<file path="config.mk">
export PLATFORM = sky130hd
export DESIGN_NAME = window_line_buffer
export DESIGN_NICKNAME = d
export VERILOG_FILES = /design/src/rtl/img_stream_pkg.sv /design/src/rtl/window_line_buffer_line_delay.sv /design/src/rtl/window_line_buffer.sv
export SDC_FILE = /design/constraint.sdc
export NUM_CORES = 2
export LEC_CHECK = 0
export ABC_AREA = 1
export ABC_CLOCK_PERIOD_IN_PS = 53500
export BUFFER_PORTS_ARGS = -buffer_cell sky130_fd_sc_hd__buf_2
export CAP_MARGIN = 15
export CELL_PAD_IN_SITES_DETAIL_PLACEMENT = 0
export CELL_PAD_IN_SITES_GLOBAL_PLACEMENT = 2
export CORE_ASPECT_RATIO = 0.75
export CORE_MARGIN = 5
export CORE_UTILIZATION = 45
export DETAILED_ROUTE_END_ITERATION = 10
export PLACE_DENSITY_LB_ADDON = 0.3
export SETUP_SLACK_MARGIN = 0.5
export SLEW_MARGIN = 10
export SYNTH_ARGS = -nofsm -noshare
export SYNTH_HDL_FRONTEND = slang
export SYNTH_SLANG_ARGS = --single-unit
</file>
<file path="constraint.sdc">
create_clock -name clk -period 53.5 [get_ports clk]
set_clock_uncertainty 0.1 [all_clocks]
set_input_delay 8.025 -clock clk [delete_from_list [all_inputs] [get_ports clk]]
set_output_delay 8.025 -clock clk [all_outputs]
set_load 0.05 [all_outputs]
</file>
<file path="src/rtl/img_stream_pkg.sv">
// Shared image-stream parameters and helpers for the window generator and the
// filter kernels that unpack its window bus.
package img_stream_pkg;

   localparam int unsigned IMG_W_DEF = 256;
   localparam int unsigned IMG_H_DEF = 256;
   localparam int unsigned PIX_W_DEF = 8;
   localparam int unsigned KSIZE_DEF = 3;

   // Counter width able to hold 0..n-1 (never narrower than one bit)
   function automatic int unsigned cnt_w(input int unsigned n);
      return (n > 1) ? $clog2(n) : 1;
   endfunction

   function automatic int unsigned win_count(input int unsigned w, input int unsigned h,
                                             input int unsigned k);
      return (w - k + 1) * (h - k + 1);
   endfunction

   // Bit offset of window element (r,c); r=0 is the top line, c=0 the leftmost column
   function automatic int unsigned win_idx(input int unsigned r, input int unsigned c,
                                           input int unsigned k, input int unsigned pw);
      return (r * k + c) * pw;
   endfunction

endpackage

</file>
<file path="src/rtl/window_line_buffer_line_delay.sv">
// Enable-gated line delay: dout is the din presented DEPTH enables earlier.
module line_delay #(
   parameter int unsigned DEPTH = 256,
   parameter int unsigned W     = 8
) (
   input  logic         clk,
   input  logic         en,
   input  logic [W-1:0] din,
   output logic [W-1:0] dout
);

   logic [W-1:0] r_sr [DEPTH];

   // Storage is deliberately unreset; downstream qualification hides stale entries
   always_ff @(posedge clk) begin
      if (en) begin
         r_sr[0] <= din;
         for (int i = 1; i < int'(DEPTH); i++) begin
            r_sr[i] <= r_sr[i-1];
         end
      end
   end

   assign dout = r_sr[DEPTH-1];

endmodule

</file>
<file path="src/rtl/window_line_buffer.sv">
// Streaming KSIZE x KSIZE neighbourhood generator: raster pixels in, one full
// interior window per registered beat out, with valid/ready backpressure.
module window_line_buffer
   import img_stream_pkg::*;
#(
   parameter int unsigned IMG_W = IMG_W_DEF,
   parameter int unsigned IMG_H = IMG_H_DEF,
   parameter int unsigned PIX_W = PIX_W_DEF,
   parameter int unsigned KSIZE = KSIZE_DEF
) (
   input  logic                           clk,
   input  logic                           rst_n,
   input  logic                           s_valid,
   output logic                           s_ready,
   input  logic                           s_sof,
   input  logic [PIX_W-1:0]               s_pix,
   output logic                           m_valid,
   input  logic                           m_ready,
   output logic [KSIZE*KSIZE*PIX_W-1:0]   m_win,
   output logic                           m_last
);

   localparam int unsigned CW    = cnt_w(IMG_W);
   localparam int unsigned RW    = cnt_w(IMG_H);
   localparam int unsigned WIN_W = KSIZE * KSIZE * PIX_W;

   logic [CW-1:0]                  r_col;
   logic [RW-1:0]                  r_row;
   logic                           r_m_valid;
   logic                           r_m_last;
   logic [PIX_W-1:0]               r_win [KSIZE][KSIZE];

   logic [KSIZE-1:0][PIX_W-1:0]    w_tap;
   logic                           w_accept;
   logic                           w_qualify;
   logic                           w_frame_end;
   logic [CW-1:0]                  w_col_eff;
   logic [CW-1:0]                  w_col_nxt;
   logic [RW-1:0]                  w_row_eff;
   logic [RW-1:0]                  w_row_nxt;
   logic [WIN_W-1:0]               w_win_flat;

   assign s_ready  = !r_m_valid || m_ready;
   assign w_accept = s_valid && s_ready;

   // Position of the pixel being accepted; s_sof forces it to (0,0)
   always_comb begin
      w_col_eff   = s_sof ? '0 : r_col;
      w_row_eff   = s_sof ? '0 : r_row;
      w_col_nxt   = w_col_eff + CW'(1);
      w_row_nxt   = w_row_eff;
      w_qualify   = (w_row_eff >= RW'(KSIZE - 1)) && (w_col_eff >= CW'(KSIZE - 1));
      w_frame_end = (w_row_eff == RW'(IMG_H - 1)) && (w_col_eff == CW'(IMG_W - 1));
      if (w_col_eff == CW'(IMG_W - 1)) begin
         w_col_nxt = '0;
         w_row_nxt = (w_row_eff == RW'(IMG_H - 1)) ? '0 : w_row_eff + RW'(1);
      end
   end

   always_ff @(posedge clk or negedge rst_n) begin
      if (!rst_n) begin
         r_col <= '0;
         r_row <= '0;
      end else if (w_accept) begin
         r_col <= w_col_nxt;
         r_row <= w_row_nxt;
      end
   end

   // Bottom tap is the live pixel; each line delay supplies the line above
   assign w_tap[KSIZE-1] = s_pix;

   for (genvar g = 0; g < int'(KSIZE) - 1; g++) begin : g_line
      line_delay #(
         .DEPTH (IMG_W),
         .W     (PIX_W)
      ) u_line (
         .clk  (clk),
         .en   (w_accept),
         .din  (w_tap[KSIZE-1-g]),
         .dout (w_tap[KSIZE-2-g])
      );
   end

   // Column taps enter the window from the right on every accepted pixel
   always_ff @(posedge clk or negedge rst_n) begin
      if (!rst_n) begin
         for (int r = 0; r < int'(KSIZE); r++) begin
            for (int c = 0; c < int'(KSIZE); c++) begin
               r_win[r][c] <= '0;
            end
         end
      end else if (w_accept) begin
         for (int r = 0; r < int'(KSIZE); r++) begin
            for (int c = 0; c < int'(KSIZE) - 1; c++) begin
               r_win[r][c] <= r_win[r][c+1];
            end
            r_win[r][KSIZE-1] <= w_tap[r];
         end
      end
   end

   always_ff @(posedge clk or negedge rst_n) begin
      if (!rst_n) begin
         r_m_valid <= 1'b0;
         r_m_last  <= 1'b0;
      end else if (w_accept && w_qualify) begin
         r_m_valid <= 1'b1;
         r_m_last  <= w_frame_end;
      end else if (m_ready) begin
         r_m_valid <= 1'b0;
         r_m_last  <= 1'b0;
      end
   end

   always_comb begin
      w_win_flat = '0;
      for (int r = 0; r < int'(KSIZE); r++) begin
         for (int c = 0; c < int'(KSIZE); c++) begin
            w_win_flat[win_idx(r, c, KSIZE, PIX_W) +: PIX_W] = r_win[r][c];
         end
      end
   end

   assign m_win   = w_win_flat;
   assign m_valid = r_m_valid;
   assign m_last  = r_m_last;

endmodule

</file>
### Yosys cells after proc, flatten, opt, wreduce, memory -nomap -nowiden

Memory sizes are Yosys's and may differ from the RTL's. A register that Yosys moved wholly into a read port is not among the register bits.
Cells that the tools add are included.

* memories kept: 2
* word-level logic and storage cells: 38
* bits of input ports: 13
* register bits after elaboration: 82
* bits in writable memories: 4096
* output and inout port bits: 75

Memories
* g_line[0].u_line.r_sr: words 256, width 8, rd ports 256, clocked after Yosys merged registers in 0, write ports 256, RTL line window_line_buffer_line_delay.sv:12 `logic [W-1:0] r_sr [DEPTH];`
* g_line[1].u_line.r_sr: words 256, width 8, rd ports 256, clocked after Yosys merged registers in 1, write ports 256, RTL line window_line_buffer_line_delay.sv:12

* $lt $le $gt $ge: 2
* multiplexer cells: 10
* add/sub/neg operators: 2
* equality and inequality tests: 2
* reductions and logical operators: 8

Operators by type and width (number)
* 2-to-1 mux 8 bit: 5
* adder 8 x 1 -> 8 bit, second input constant: 2
* == test 8 bit, second input constant: 2
* greater-or-equal comparator 8 x 2 -> 1 bit, second input constant: 2
* 2-to-1 mux 1 bit: 5
* logical AND 1 bit: 4
* logical NOT 1 bit: 2
* nonzero test 2 bit: 1
* logical OR 1 bit: 1

### Depth between registers and ports, before layout

* depth after elaboration: 5
* mapped depth: 13
* gate-level depth less buffers: 12

### Modules after synthesis

Synthesis repeated with hierarchy kept, for this count alone.

* cells, all modules: 4578
* area total of the unflattened synthesis: 127019.3 µm²

Modules (own cells, without submodules)
* line_delay: sequential area each 61499.0 µm², cells each 2056, instances 2, area each 61559.0 µm²
* window_line_buffer: sequential area each 2252.2 µm², cells each 466, instances 1, area each 3901.2 µm²

### Worst setup path after synthesis

Ideal clock, no wire load.

* kind: input to register
* start: input m_ready
* end: memory g_line[0].u_line.r_sr[0][0], enable pin
* buffers on the path: 2
* required time: 50.671 ns
* setup time: 2.729 ns
* arrival time: 54.859 ns
* path slack: -4.187 ns
* stages: 6
* path through: inv_2 nand2_2 nand2_2 inv_2 buf_4 buf_2

RTL lines
* start: declaration: RTL line window_line_buffer.sv:18 `input logic m_ready,`
* end: declaration: RTL line window_line_buffer_line_delay.sv:12

### Final worst setup path

* start: input m_ready
* end: output s_ready

* word-level cells in the longest chain between the ends: 1

RTL lines
* logical OR 1 bit: RTL line window_line_buffer.sv:43 `assign s_ready = !r_m_valid || m_ready;`
* end: declaration: RTL line window_line_buffer.sv:14 `output logic s_ready,`

No other way between the ends.

==> summary.md <==
| Metric | Value |
|---|---|
| Status | completed |
| Global Route met1 Usage | 16.48% |
| Crit Path Max Fanout | 3 |
| Min Clock Period, post-route | 16.63 ns |
| Drt total wl | 149.1 mm |
| Vias in the first global route | 40.41k |
| Post-layout util | 51.64% |
| Final setup viols | 0 |
| Simple logic cell fraction of the synthesized area | 0.8841% |
| DRC violations left | 0 |
| Reg-to-reg slack, setup | 45.21 ns |
| Met2 GRT Util | 12.24% |
| Slew @ Worst Pin | 1.208 ns |
| First-pass GRT wire length | 233.5 mm |
| DP HPWL | 62.94 mm |
| Die Footprint | 292900 um2 |
| Max VDD drop | 30.65 uV |
| Non-Filler Instances | 9115 |
| Cells after DPL | 8403 |
| Cell taking the most area after synthesis | edfxtp_1 |
| Hold_buf cts | 0 |
| Core Region | 280200 um2 |
| Post-synthesis compound-gate area fraction | 0.1784% |
| H-tree levels | 5 |
| Critical Path RT | 45.38 ns |
| Mapped Cells | 4554 |
| Max-slew violations | 0 |
| Yosys reg bits | 4186 |
| Synth Area in Adders | 0.03942% |
| CTS tree | yes |
| Worst Setup Path Type | in2out |
| Nature of the critical path startpoint | input pin |
| Slew margin rel. | 19.44% |
| Synthesized cell area | 126900 um2 |
| Worst-path clk slew | 0.06 ns |
| Routed Antenna Nets | 0 |
| Starting density of the core | 45.31% |
| First-pass iteration count of the detailed router | 5 |
| Final worst path period share | 31.09% |
| Main combinational cell family by area after synthesis | simple AND/OR/NAND/NOR gates |
| Layout area overhead | 13.98% |
| Worst skew pair latency | 0.86 ns |
| Placed inst area | 132400 um2 |
| Io pins | 88 |
| Hold Crit Class | reg2reg |
| Setup TNS | 0 ns |
| Yosys Warn Count | 0 |
| WL/cell | 16.35 um |
| Mux share of post-synthesis cell area | 0% |
| Mean post-synth cell area | 27.88 um2 |
| Final Hold Viols | 0 |
| Post-CTS Setup Repair Bufs | 0 |
| Xor/xnor share of the synthesized area | 0.04139% |
| DR vias/cell | 4.591 |
| Clock net sink count | 4186 |
| RSZ-0062 raised after global routing | no |
| Tot GR Track Use | 9.771% |
| Post-CTS sizing | 0 |
| Grt peak-use layer | met1 |
| Iter 0 DRT Violations | 4044 |
| Endpoint class of the critical path | output port |
| Leak pwr | 48.74 nW |
| Unique cell type count in the Yosys netlist | 32 |
| Area share of the largest cell type after synthesis | 96.89% |
| FP Rows | 168 |
| Max_cap viols | 0 |
| Port Buf Inserts | 87 |
| Worst hold slack | 0.2870 ns |
| Total gr overflow | 0 |
| Die H | 470.0 um |
| Finished Cell Area | 144700 um2 |
| Met3 usage | 2.269% |
| Root Driver | clkbuf_16 |
| Post-synth EDFFs | 4096 |
| Synth area leaders | edfxtp_1 97%, dfrtp_1 1.8%, nand2_1 0.61% |
| Worst path arrival time | 8.51 ns |
| Power density over the cells | 45.82 nW/um2 |
| Final #Nets | 5067 |
| Initial antenna violation count | 11 |
| Fmax achieved | 60.13 MHz |
| Syn Nets | 4571 |
| Die width | 623.3 um |
| Fraction of layout cells with a size suffix above 1 | 13.07% |
| Clk buf depth | 4 |
| FFs w/ async S/R, synth | 2.150% |
| Seq/Total Area, Yosys | 98.66% |
| Post-synth top flop | edfxtp_1 |
| Via count | 41.85k |
| Largest net degree at the start of global routing | 216 |
| GPL Wtd Cong | 0.6740 |
| Total CTS buffers | 385 |
report_power, final:
part | total [mW] | leakage [nW] | internal, mW | switching (mW)
Combinational | 0.106 | 1.51 | 0.0111 | 0.0947
Clock | 2.64 | 6.01 | 1.51 | 1.13
Sequential | 3.89 | 41.2 | 3.83 | 0.0575
routing by layer:
layer	part of all wire (%)	vias up
met5	0	-
met4	3.0	0
met3	4.2	357
met2	40	615
met1	53	21580
li1	-	19300
state kept, by name (all words and copies together) (netlist names):
register / count
m_last: 1
m_valid: 1
m_win: 72
r_col: 8
g_line.u_line.r_sr: 4096
r_row: 8
final timing paths:
| kind | startpoint | end | depth (start not counted) |
|---|---|---|---|
| setup / recovery | m_ready | s_ready | 4 |
| hold / removal | g_line[0].u_line.r_sr[0][413]$_DFFE_PP_ | g_line[0].u_line.r_sr[0][421]$_DFFE_PP_ | 0 |
| setup reg to reg | m_valid$_DFFE_PN0P_ | g_line[0].u_line.r_sr[0][272]$_DFFE_PP_ | 10 |
| hold reg to reg | g_line[0].u_line.r_sr[0][413]$_DFFE_PP_ | g_line[0].u_line.r_sr[0][421]$_DFFE_PP_ | 0 |
| max in group asynchronous | rst_n | m_win[43]$_DFFE_PN0P_ | 3 |
| min in group asynchronous | rst_n | m_win[23]$_DFFE_PN0P_ | 1 |
placed cells by master, fill, tap and decap left out, types with 2 or more instances in the layout:
cell type and count:
buf_12 9, buf_2 86, buf_4 34, bufinv_16 31, clkbuf_1 74, clkbuf_16 391, clkbuf_8 11, clkinv_1 86
clkinv_2 76, clkinv_4 2, clkinv_8 6, clkinvlp_4 15, dfrtp_1 90, diode_2 5, edfxtp_1 4096, ha_1 4
inv_1 29, inv_16 5, inv_2 3, inv_6 8, inv_8 3, nand2_1 207, nand2_2 4, nand2_4 2
nand3_1 13, nand4_1 4, nor2_1 15, nor2_2 4, nor2_4 6, nor3_2 2, o21ai_0 35, o21ai_1 2
o22ai_1 2, xnor2_1 2, xor2_1 4
cells in the mapped netlist, types with 5 or more instances:
master and number:
nor2_1 15, nand2_2 5, edfxtp_1 4096, dfrtp_1 90
inv_1 29, o21ai_0 35, nand3_1 13, buf_2 15
nor2_4 6, nand2_1 207
area by class of cell:
class                      count  area, um2
fill                       21200     135500
multi-input combinational    314       1456
antenna                        5      12.51
clock inverter               231       2073
inverter                      34      142.6
timing repair buffer         129      865.8
tap                         3740       4679
sequential                  4186     125300
clock buffer                 476      10210
metrics by stage:
| step | setup WS, ns | power (mW) |
|---|---|---|
| global route | 36.84 | 6.907 |
| CTS | 36.87 | 6.747 |
| finish | 36.87 | 6.630 |
| global placement | 36.82 | 4.058 |
| detailed placement | 36.87 | 4.061 |
| floorplan | 17.03 | 4.168 |
cell families (layout without fill, tap and decap cells):
group,after synthesis,in the layout
flip-flops,4186,4186
AO/OA/AOI/OAI,43,43
buffers and inverters,54,870
XOR/XNOR,6,6
other,0,5
AND/OR/NAND/NOR,261,261
adder cells (fa/ha/maj),4,4
critical path: stages:
cell,delay (ns)
buf_2,0.09
inv_2,0.03
nand2_2,0.08
buf_2,0.27
(Power assumes the default switching activity.)
